[src/rtl/scanner_link_arbiter_if.sv]
// Scanner-side bundle of the shared serial link arbiter: requests, latched payload
// inputs, grant/done handshake and the serial link outputs.
interface scanner_link_arbiter_if #(
  parameter int CMD_W  = 8,
  parameter int DATA_W = 8
);
  logic [1:0]        req;
  logic [1:0]        has_data;
  logic [CMD_W-1:0]  cmd0;
  logic [CMD_W-1:0]  cmd1;
  logic [DATA_W-1:0] data0;
  logic [DATA_W-1:0] data1;
  logic [1:0]        gnt;
  logic [1:0]        done;
  logic              busy;
  logic              ser_frame;
  logic              ser_clk;
  logic              ser_data;

  modport master (
    output req, has_data, cmd0, cmd1, data0, data1,
    input  gnt, done, busy, ser_frame, ser_clk, ser_data
  );

  modport slave (
    input  req, has_data, cmd0, cmd1, data0, data1,
    output gnt, done, busy, ser_frame, ser_clk, ser_data
  );
endinterface

[src/rtl/scanner_link_arbiter.sv]
// Round-robin arbiter serialising one scanner's cmd(+data) frame LSB-first on a
// gated bit clock. Define ARB_PARITY_EN to append an even-parity bit to each frame.
//   state   | meaning
//   S_IDLE  | waiting for req, arbitrates and latches the winner's payload
//   S_SHIFT | frame bits on ser_data, one bit per CLK_DIV cycles
//   S_GAP   | CLK_DIV cycles of inter-frame separation
module scanner_link_arbiter #(
  parameter int CLK_DIV = 4,
  parameter int CMD_W   = 8,
  parameter int DATA_W  = 8
) (
  input  logic                   clk,
  input  logic                   rst,
  scanner_link_arbiter_if.slave  bus
);

`ifdef ARB_PARITY_EN
  localparam int PAR = 1;
`else
  localparam int PAR = 0;
`endif

  localparam int SH_W  = CMD_W + DATA_W + 1;
  localparam int NB_W  = $clog2(SH_W + 1);
  localparam int DIV_W = $clog2(CLK_DIV);

  localparam logic [DIV_W-1:0] DIV_LAST = DIV_W'(CLK_DIV - 1);
  localparam logic [DIV_W-1:0] DIV_HALF = DIV_W'(CLK_DIV / 2);
  localparam logic [NB_W-1:0]  NB_CMD   = NB_W'(CMD_W + PAR);
  localparam logic [NB_W-1:0]  NB_ALL   = NB_W'(CMD_W + DATA_W + PAR);

  localparam logic [1:0] S_IDLE  = 2'd0;
  localparam logic [1:0] S_SHIFT = 2'd1;
  localparam logic [1:0] S_GAP   = 2'd2;

  logic [1:0]       r_state;
  logic [1:0]       r_gnt;
  logic [1:0]       r_done;
  logic             r_last_gnt;
  logic [SH_W-1:0]  r_shreg;
  logic [NB_W-1:0]  r_nbits;
  logic [DIV_W-1:0] r_divcnt;

  logic             w_win;
  logic             w_hasd;
  logic [SH_W-1:0]  w_load;
  logic [NB_W-1:0]  w_nbits;
  logic             w_in_shift;

  // Winner index: a lone requester wins; on a tie the one not granted last time.
  always_comb begin
    w_win = ~bus.req[0];
    if (bus.req == 2'b11) w_win = ~r_last_gnt;
    w_hasd = bus.has_data[w_win];
    w_load = '0;
    w_load[CMD_W-1:0] = w_win ? bus.cmd1 : bus.cmd0;
    if (w_hasd) w_load[CMD_W +: DATA_W] = w_win ? bus.data1 : bus.data0;
`ifdef ARB_PARITY_EN
    w_load[w_hasd ? (CMD_W + DATA_W) : CMD_W] = ^w_load;
`endif
    w_nbits = w_hasd ? NB_ALL : NB_CMD;
  end

  always_ff @(posedge clk or posedge rst) begin
    if (rst) begin
      r_state    <= S_IDLE;
      r_gnt      <= 2'b00;
      r_done     <= 2'b00;
      r_last_gnt <= 1'b1;
      r_shreg    <= '0;
      r_nbits    <= '0;
      r_divcnt   <= '0;
    end else begin
      r_done <= 2'b00;
      case (r_state)
        S_IDLE: begin
          if (bus.req != 2'b00) begin
            r_state    <= S_SHIFT;
            r_gnt      <= {w_win, ~w_win};
            r_last_gnt <= w_win;
            r_shreg    <= w_load;
            r_nbits    <= w_nbits;
            r_divcnt   <= '0;
          end
        end
        S_SHIFT: begin
          if (r_divcnt == DIV_LAST) begin
            r_divcnt <= '0;
            if (r_nbits == NB_W'(1)) begin
              r_done  <= r_gnt;
              r_gnt   <= 2'b00;
              r_state <= S_GAP;
            end else begin
              r_nbits <= r_nbits - NB_W'(1);
              r_shreg <= r_shreg >> 1;
            end
          end else begin
            r_divcnt <= r_divcnt + DIV_W'(1);
          end
        end
        S_GAP: begin
          if (r_divcnt == DIV_LAST) r_state <= S_IDLE;
          else r_divcnt <= r_divcnt + DIV_W'(1);
        end
        default: r_state <= S_IDLE;
      endcase
    end
  end

  assign w_in_shift    = (r_state == S_SHIFT);
  assign bus.gnt       = r_gnt;
  assign bus.done      = r_done;
  assign bus.busy      = (r_state != S_IDLE);
  assign bus.ser_frame = w_in_shift;
  assign bus.ser_clk   = w_in_shift && (r_divcnt >= DIV_HALF);
  assign bus.ser_data  = w_in_shift && r_shreg[0];

endmodule

[src/flat_wrapper.sv]
// flat-port wrapper written by rule: the top's interface ports become plain ports
module scanner_link_arbiter_flat 
#(
  parameter int CLK_DIV = 4,
  parameter int CMD_W   = 8,
  parameter int DATA_W  = 8
)
  (clk, rst, bus_req, bus_has_data, bus_cmd0, bus_cmd1, bus_data0, bus_data1, bus_gnt, bus_done, bus_busy, bus_ser_frame, bus_ser_clk, bus_ser_data);
  scanner_link_arbiter_if #(.CMD_W(CMD_W), .DATA_W(DATA_W)) bus_i ();
  input  logic clk;
  input  logic rst;
  input wire logic [$bits(bus_i.req)-1:0] bus_req;
  input wire logic [$bits(bus_i.has_data)-1:0] bus_has_data;
  input wire logic [$bits(bus_i.cmd0)-1:0] bus_cmd0;
  input wire logic [$bits(bus_i.cmd1)-1:0] bus_cmd1;
  input wire logic [$bits(bus_i.data0)-1:0] bus_data0;
  input wire logic [$bits(bus_i.data1)-1:0] bus_data1;
  output wire logic [$bits(bus_i.gnt)-1:0] bus_gnt;
  output wire logic [$bits(bus_i.done)-1:0] bus_done;
  output wire logic [$bits(bus_i.busy)-1:0] bus_busy;
  output wire logic [$bits(bus_i.ser_frame)-1:0] bus_ser_frame;
  output wire logic [$bits(bus_i.ser_clk)-1:0] bus_ser_clk;
  output wire logic [$bits(bus_i.ser_data)-1:0] bus_ser_data;
  assign bus_i.req = bus_req;
  assign bus_i.has_data = bus_has_data;
  assign bus_i.cmd0 = bus_cmd0;
  assign bus_i.cmd1 = bus_cmd1;
  assign bus_i.data0 = bus_data0;
  assign bus_i.data1 = bus_data1;
  assign bus_gnt = bus_i.gnt;
  assign bus_done = bus_i.done;
  assign bus_busy = bus_i.busy;
  assign bus_ser_frame = bus_i.ser_frame;
  assign bus_ser_clk = bus_i.ser_clk;
  assign bus_ser_data = bus_i.ser_data;
  scanner_link_arbiter #(.CLK_DIV(CLK_DIV), .CMD_W(CMD_W), .DATA_W(DATA_W)) u_core (.clk(clk), .rst(rst), .bus(bus_i));
endmodule
[config.mk]
export PLATFORM = sky130hd
export DESIGN_NAME = scanner_link_arbiter_flat
export DESIGN_NICKNAME = d
export VERILOG_FILES = /design/src/rtl/scanner_link_arbiter_if.sv /design/src/rtl/scanner_link_arbiter.sv /design/src/flat_wrapper.sv
export SDC_FILE = /design/constraint.sdc
export NUM_CORES = 1
export LEC_CHECK = 0
export ABC_AREA = 1
export CORE_MARGIN = 4
export CORE_UTILIZATION = 30
export DETAILED_ROUTE_END_ITERATION = 7
export SLEW_MARGIN = 20
export SYNTH_ARGS = -nofsm -noshare
export SYNTH_HDL_FRONTEND = slang
export SYNTH_SLANG_ARGS = --single-unit
[constraint.sdc]
create_clock -name clk -period 4.5 [get_ports clk]
set_clock_uncertainty 0.15 [all_clocks]
set_input_delay 0.675 -clock clk [delete_from_list [all_inputs] [get_ports clk]]
set_output_delay 0.675 -clock clk [all_outputs]
set_load 0.05 [all_outputs]
==> metrics.csv, run 1 <==
metric,value,unit
hold buffer count at cts,0,
switching share of total power,49.0,%
RSZ-0062 raised after global routing,false,
# fillers,660,
Buffers on Ports,45,
Sink Count,30,
CTS tree,done,
sequential-to-total area share from yosys stat,39.5,%
worst-case clock buffer depth,2,
die area,7680,µm²
vias in the first global route,1706,
Mapped Cells,253,
row count,28,
Via Count,1723,
per-cell routed wire length,11.7,µm
crit path kind,reg2out,
core area,6030,µm²
"EDFF count, synth",0,
ratio of cells with drive above 1 in the final layout,10.9,%
DRC,0,
clk_lat worst skew,0.28,ns
area grow syn2layout,31.4,%
largest net degree at the start of global routing,29,
Slew HR,62.2,%
first-pass iteration count of the detailed router,4,
"Core Util, Final",41.5,%
data required time of the critical path,3.67,ns
Worst Setup Start Kind,flop,
Yosys reg bits,30,
setup_tns,0,ns
"Top FF cell, synth",dfrtp_1,
ant diodes,0,
Die Y,87.6,µm
crit end category,primary output,
Clock Tree Root,clkbuf_8,
Total Wirelength,4.41,mm
period utilisation layout,68.7,%
global-route wire length before repair,7.60,mm
Async SR Flop Fraction,100,%
Cell variety after synth,26,
synthesized area,1900,µm²
fin crit period,3.09,ns
P_int,0.795,mW
num ports,46,
status,"finished, final reports clean",
pwr/cell area,623,nW/µm²
dpl cells,369,
grt total ovfl,0,
worst slew pin tran,0.565,ns
clock slew at reported path FFs,0.06,ns
starting DRC count in detailed routing,62,
Peak Freq,324,MHz
power share of the clock group,14.4,%
total track usage,12.5,%
Setup Viol. Count Final,0,
antenna violations before repair,0,
net count after synthesis,300,
Initial Util,31.6,%
Flop pwr share,28.1,%
max-cap violations,0,
CTS Buf Count,5,
post-route ant nets,0,
crit path max fanout,28,
Hold/Removal Path Class,reg2reg,
H-tree levels,2,
post-placement worst setup slack,1.69,ns
Comb pwr share,57.5,%
Layout Cells excl Fill,377,
Worst Slack Setup Final,1.41,ns
endpoints failing hold,0,
Post-CTS Setup Bufs,0,
post-DP HPWL,3.25,mm
CP Data Arrival Time,2.27,ns
Leak,1.23,nW
YS warnings,0,
Sw Pwr,0.763,mW
VDD IR max,0.000210,V
Slew Limit Fails,0,
total power,1.56,mW
Synth Area per Inst,7.52,µm²
final net count,348,
PostCTS Resize Cnt,0,
vias per inst,4.57,
RD Place Congestion,0.738,
DIE WIDTH,87.6,µm
==> final cells by class <==
cell class	instances	area (µm²)	share of cell area, %
Multi-Input combinational cell	197	1020	40.8
Inverter	20	77.6	3.10
Sequential cell	30	752	30.1
Timing Repair Buffer	47	465	18.6
Clock inverter	1	5.00	0.200
Tap cell	75	93.8	3.75
Clock buffer	7	86.3	3.45
==> state kept, by name (all words and copies together), names as in the netlist <==
name and cells:
u_core.r_last_gnt 1, u_core.bus.done 2, u_core.r_divcnt 2, u_core.r_nbits 5, u_core.bus.gnt 2, u_core.r_shreg 16, u_core.r_state 2
==> power groups by stage <==
stage,Sequential [mW],Combinational (mW),Clock (mW)
after floorplan,0.453,0.719,0
after global placement,0.436,0.905,0
after detailed placement,0.441,0.915,0
after CTS,0.437,0.918,0.233
after global routing,0.451,1.01,0.246
final,0.438,0.896,0.225
==> layer usage <==
metal,track usage (%),vias up,routed length [µm]
met5,0,-,0
met2,20.7,33,2100
met3,1.98,7,162
li1,-,909,-
met4,5.86,0,87
met1,16.1,774,2050
==> worst paths after layout <==
check,from,to,slack (ns),cells past startpoint
min reg2reg,u_core.r_shreg[1],u_core.r_shreg[1],0.33,2
min,u_core.r_shreg[1],u_core.r_shreg[1],0.33,2
max in group asynchronous,rst,u_core.r_last_gnt,3.09,3
max,u_core.r_state[1],bus_ser_clk,1.41,6
min in group asynchronous,rst,u_core.bus.gnt[0],0.47,2
max reg2reg,u_core.r_state[1],u_core.r_nbits[0],2.28,9
==> per-stage QoR <==
| step | instance area [µm²] | hold WS [ns] |
|---|---|---|
| after CTS | 2500 | 0.334 |
| final | 2500 | 0.329 |
| after global placement | 2410 | 0.313 |
| after detailed placement | 2410 | 0.317 |
| after floorplan | 1900 | 0.299 |
| after global routing | 2500 | 0.362 |
==> critical path, cell delays in order, from the launching register on <==
cell	delay [ns]
dfrtp_1	0.42
inv_1	0.09
ha_1	0.14
buf_4	0.30
inv_4	0.11
nor2_1	0.12
clkdlybuf4s50_1	0.80
==> kinds of logic (layout without fill, tap and decap cells) <==
| group | after synthesis | after routing | share of synthesized area [%] |
|---|---|---|---|
| AND/OR/NAND/NOR | 174 | 174 | 43.1 |
| XOR/XNOR | 1 | 1 | 0.460 |
| adder cells (fa/ha/maj) | 9 | 9 | 5.92 |
| buffers and inverters | 26 | 75 | 6.84 |
| AO/OA/AOI/OAI | 13 | 13 | 4.21 |
| flip-flops | 30 | 30 | 39.5 |
==> cell usage after synthesis, drive strengths merged (2+ instances only) <==
cell,instances,area share [%]
dfrtp,29,38
nor2,17,5.5
nand2,110,23
nand3,35,10
buf,4,2.4
nand4,10,3.6
inv,20,4.1
clkbuf,2,0.39
o21ai,10,3.2
nor3,2,0.53
ha,9,5.9
a21oi,3,0.99
==> cells in the final DEF, fill, tap and decap left out, drive strengths merged <==
| cell | count |
|---|---|
| o21ai | 10 |
| nor2 | 17 |
| clkbuf | 7 |
| buf | 2 |
| nand4 | 10 |
| ha | 9 |
| dfrtp | 29 |
| a21oi | 3 |
| nor3 | 2 |
| dfstp | 1 |
| nand2 | 110 |
| inv | 20 |
| nand3 | 35 |
| xor2 | 1 |
| clkdlybuf4s50 | 45 |
| clkinv | 1 |
Note: power is estimated with default switching activity, not from simulation.
==> run 2: changes to the inputs <==
clock period = 3.2 ns   (was 4.5 ns; I/O delays follow)
==> metrics.csv, run 2 (same netlist as run 1, synthesis figures left out) <==
metric,value,unit
grt total ovfl,0,
Flop pwr share,27.2,%
P_int,1.19,mW
CTS tree,done,
vias per inst,4.67,
max FFs per register,16,
"Most flops, register",u_core.r_shreg,
period utilisation layout,80.6,%
first-pass iteration count of the detailed router,4,
Leak,1.24,nW
RSZ-0062 raised after global routing,false,
final net count,348,
num ports,46,
clk_lat worst skew,0.28,ns
endpoints failing hold,0,
worst slew pin tran,0.584,ns
RD Place Congestion,0.763,
Comb pwr share,55.9,%
vias in the first global route,1660,
met3 Use GR,3.29,%
register area,752,µm²
dpl cells,369,
antenna violations before repair,0,
total track usage,12.6,%
Top Registers,"u_core.r_shreg (16), u_core.r_nbits (5)",
CTS Buf Count,5,
row count,28,
Hold Path Origin,u_core.r_shreg[1],
post-route ant nets,0,
crit path kind,reg2out,
data required time of the critical path,2.57,ns
switching share of total power,47.2,%
crit path max fanout,5,
fin crit period,2.58,ns
layer with the highest usage,met2,
post-DP HPWL,3.24,mm
grt met2 use,21.0,%
Multi-input gate area,1020,µm²
PostCTS Resize Cnt,0,
VDD IR max,0.000369,V
Peak Freq,388,MHz
Post-CTS Setup Bufs,0,
status,"finished, final reports clean",
Worst Setup Start Kind,flop,
Slew HR,60.9,%
core area,6030,µm²
power share of the clock group,16.9,%
Slew Limit Fails,0,
Layout Cells excl Fill,376,
Buffers on Ports,45,
die area,7680,µm²
DRC,0,
critical path startpoint,u_core.r_state[0],
Hold/Removal Path Class,reg2reg,
hold buffer count at cts,0,
global-route wire length before repair,7.53,mm
clock slew at reported path FFs,0.06,ns
Sink Count,30,
Clock Tree Root,clkbuf_8,
Sw Pwr,1.07,mW
Die Y,87.6,µm
most frequent cells in the layout,"104 x nand2_1, 42 x clkdlybuf4s50_1, 33 x nand3_1",
ant diodes,0,
Initial Util,31.6,%
pwr/cell area,898,nW/µm²
setup_tns,0,ns
crit end category,primary output,
max-cap violations,0,
# fillers,651,
ratio of cells with drive above 1 in the final layout,12.0,%
R2R cell count,8,
H-tree levels,2,
area grow syn2layout,32.1,%
Setup Viol. Count Final,0,
CP Data Arrival Time,1.95,ns
"most common cell after layout, fill and taps aside",nand2_1,
per-cell routed wire length,11.7,µm
WHS Path Cells,2,
met1 GRT Util,15.7,%
"Design Area, Final",2510,µm²
largest net degree at the start of global routing,31,
RR Startpoint,u_core.r_state[1],
DIE WIDTH,87.6,µm
"Cell Area, Placed",2400,µm²
Total Wirelength,4.39,mm
Via Count,1756,
worst-case clock buffer depth,2,
starting DRC count in detailed routing,107,
run 2: cell types whose count changed in the layout (fill, tap and decap cells not counted):
| cell | delta |
|---|---|
| clkinv_2 | -1 |
| buf_4 | +3 |
| bufinv_16 | +1 |
| clkdlybuf4s50_1 | -3 |
| clkbuf_1 | -1 |
run 2: worst paths after layout:
path,endpoint,slack (ns)
max,bus_busy,0.62
min in group asynchronous,u_core.bus.gnt[1],0.42
max in group asynchronous,u_core.r_last_gnt,2.16
max reg2reg,u_core.r_nbits[2],0.98
min,u_core.r_shreg[1],0.33
min reg2reg,u_core.r_shreg[1],0.33
run 2: critical path: stages (launching register included):
cell	delay, ns
dfrtp_1	0.41
inv_1	0.08
ha_1	0.25
inv_2	0.12
clkdlybuf4s50_1	0.82
run 2: layout make-up:
type                            count  share of cell area, %
Multi-Input combinational cell    197                   40.6
Sequential cell                    30                   29.9
Tap cell                           75                   3.73
Inverter                           20                   3.08
Clock buffer                        6                   3.28
Clock inverter                      1                   1.19
Timing Repair Buffer               47                   18.2
run 2: power groups by stage:
stage	registers [mW]	clock network (mW)	logic, mW
4_1_cts	0.615	0.397	1.29
2_1_floorplan	0.637	0	1.01
3_5_place_dp	0.621	0	1.28
5_1_grt	0.636	0.414	1.43
3_3_place_gp	0.618	0	1.27
6_report	0.614	0.382	1.26
run 2: metrics by stage:
step / setup slack [ns] / utilization (%) / hold WS, ns / power [mW]
2_1_floorplan: 0.685 / - / 0.299 / 1.65
3_3_place_gp: 0.926 / 39.9 / 0.314 / 1.88
3_5_place_dp: 0.908 / 39.9 / 0.316 / 1.90
4_1_cts: 0.605 / 41.7 / 0.333 / 2.30
5_1_grt: 0.517 / 41.7 / 0.353 / 2.48
6_report: 0.620 / 41.7 / 0.328 / 2.26
run 2: metal layers:
metal / up-vias / share of wire (%)
met5: - / 0
met3: 5 / 4.8
li1: 909 / -
met2: 31 / 49
met1: 811 / 45
met4: 0 / 1.6
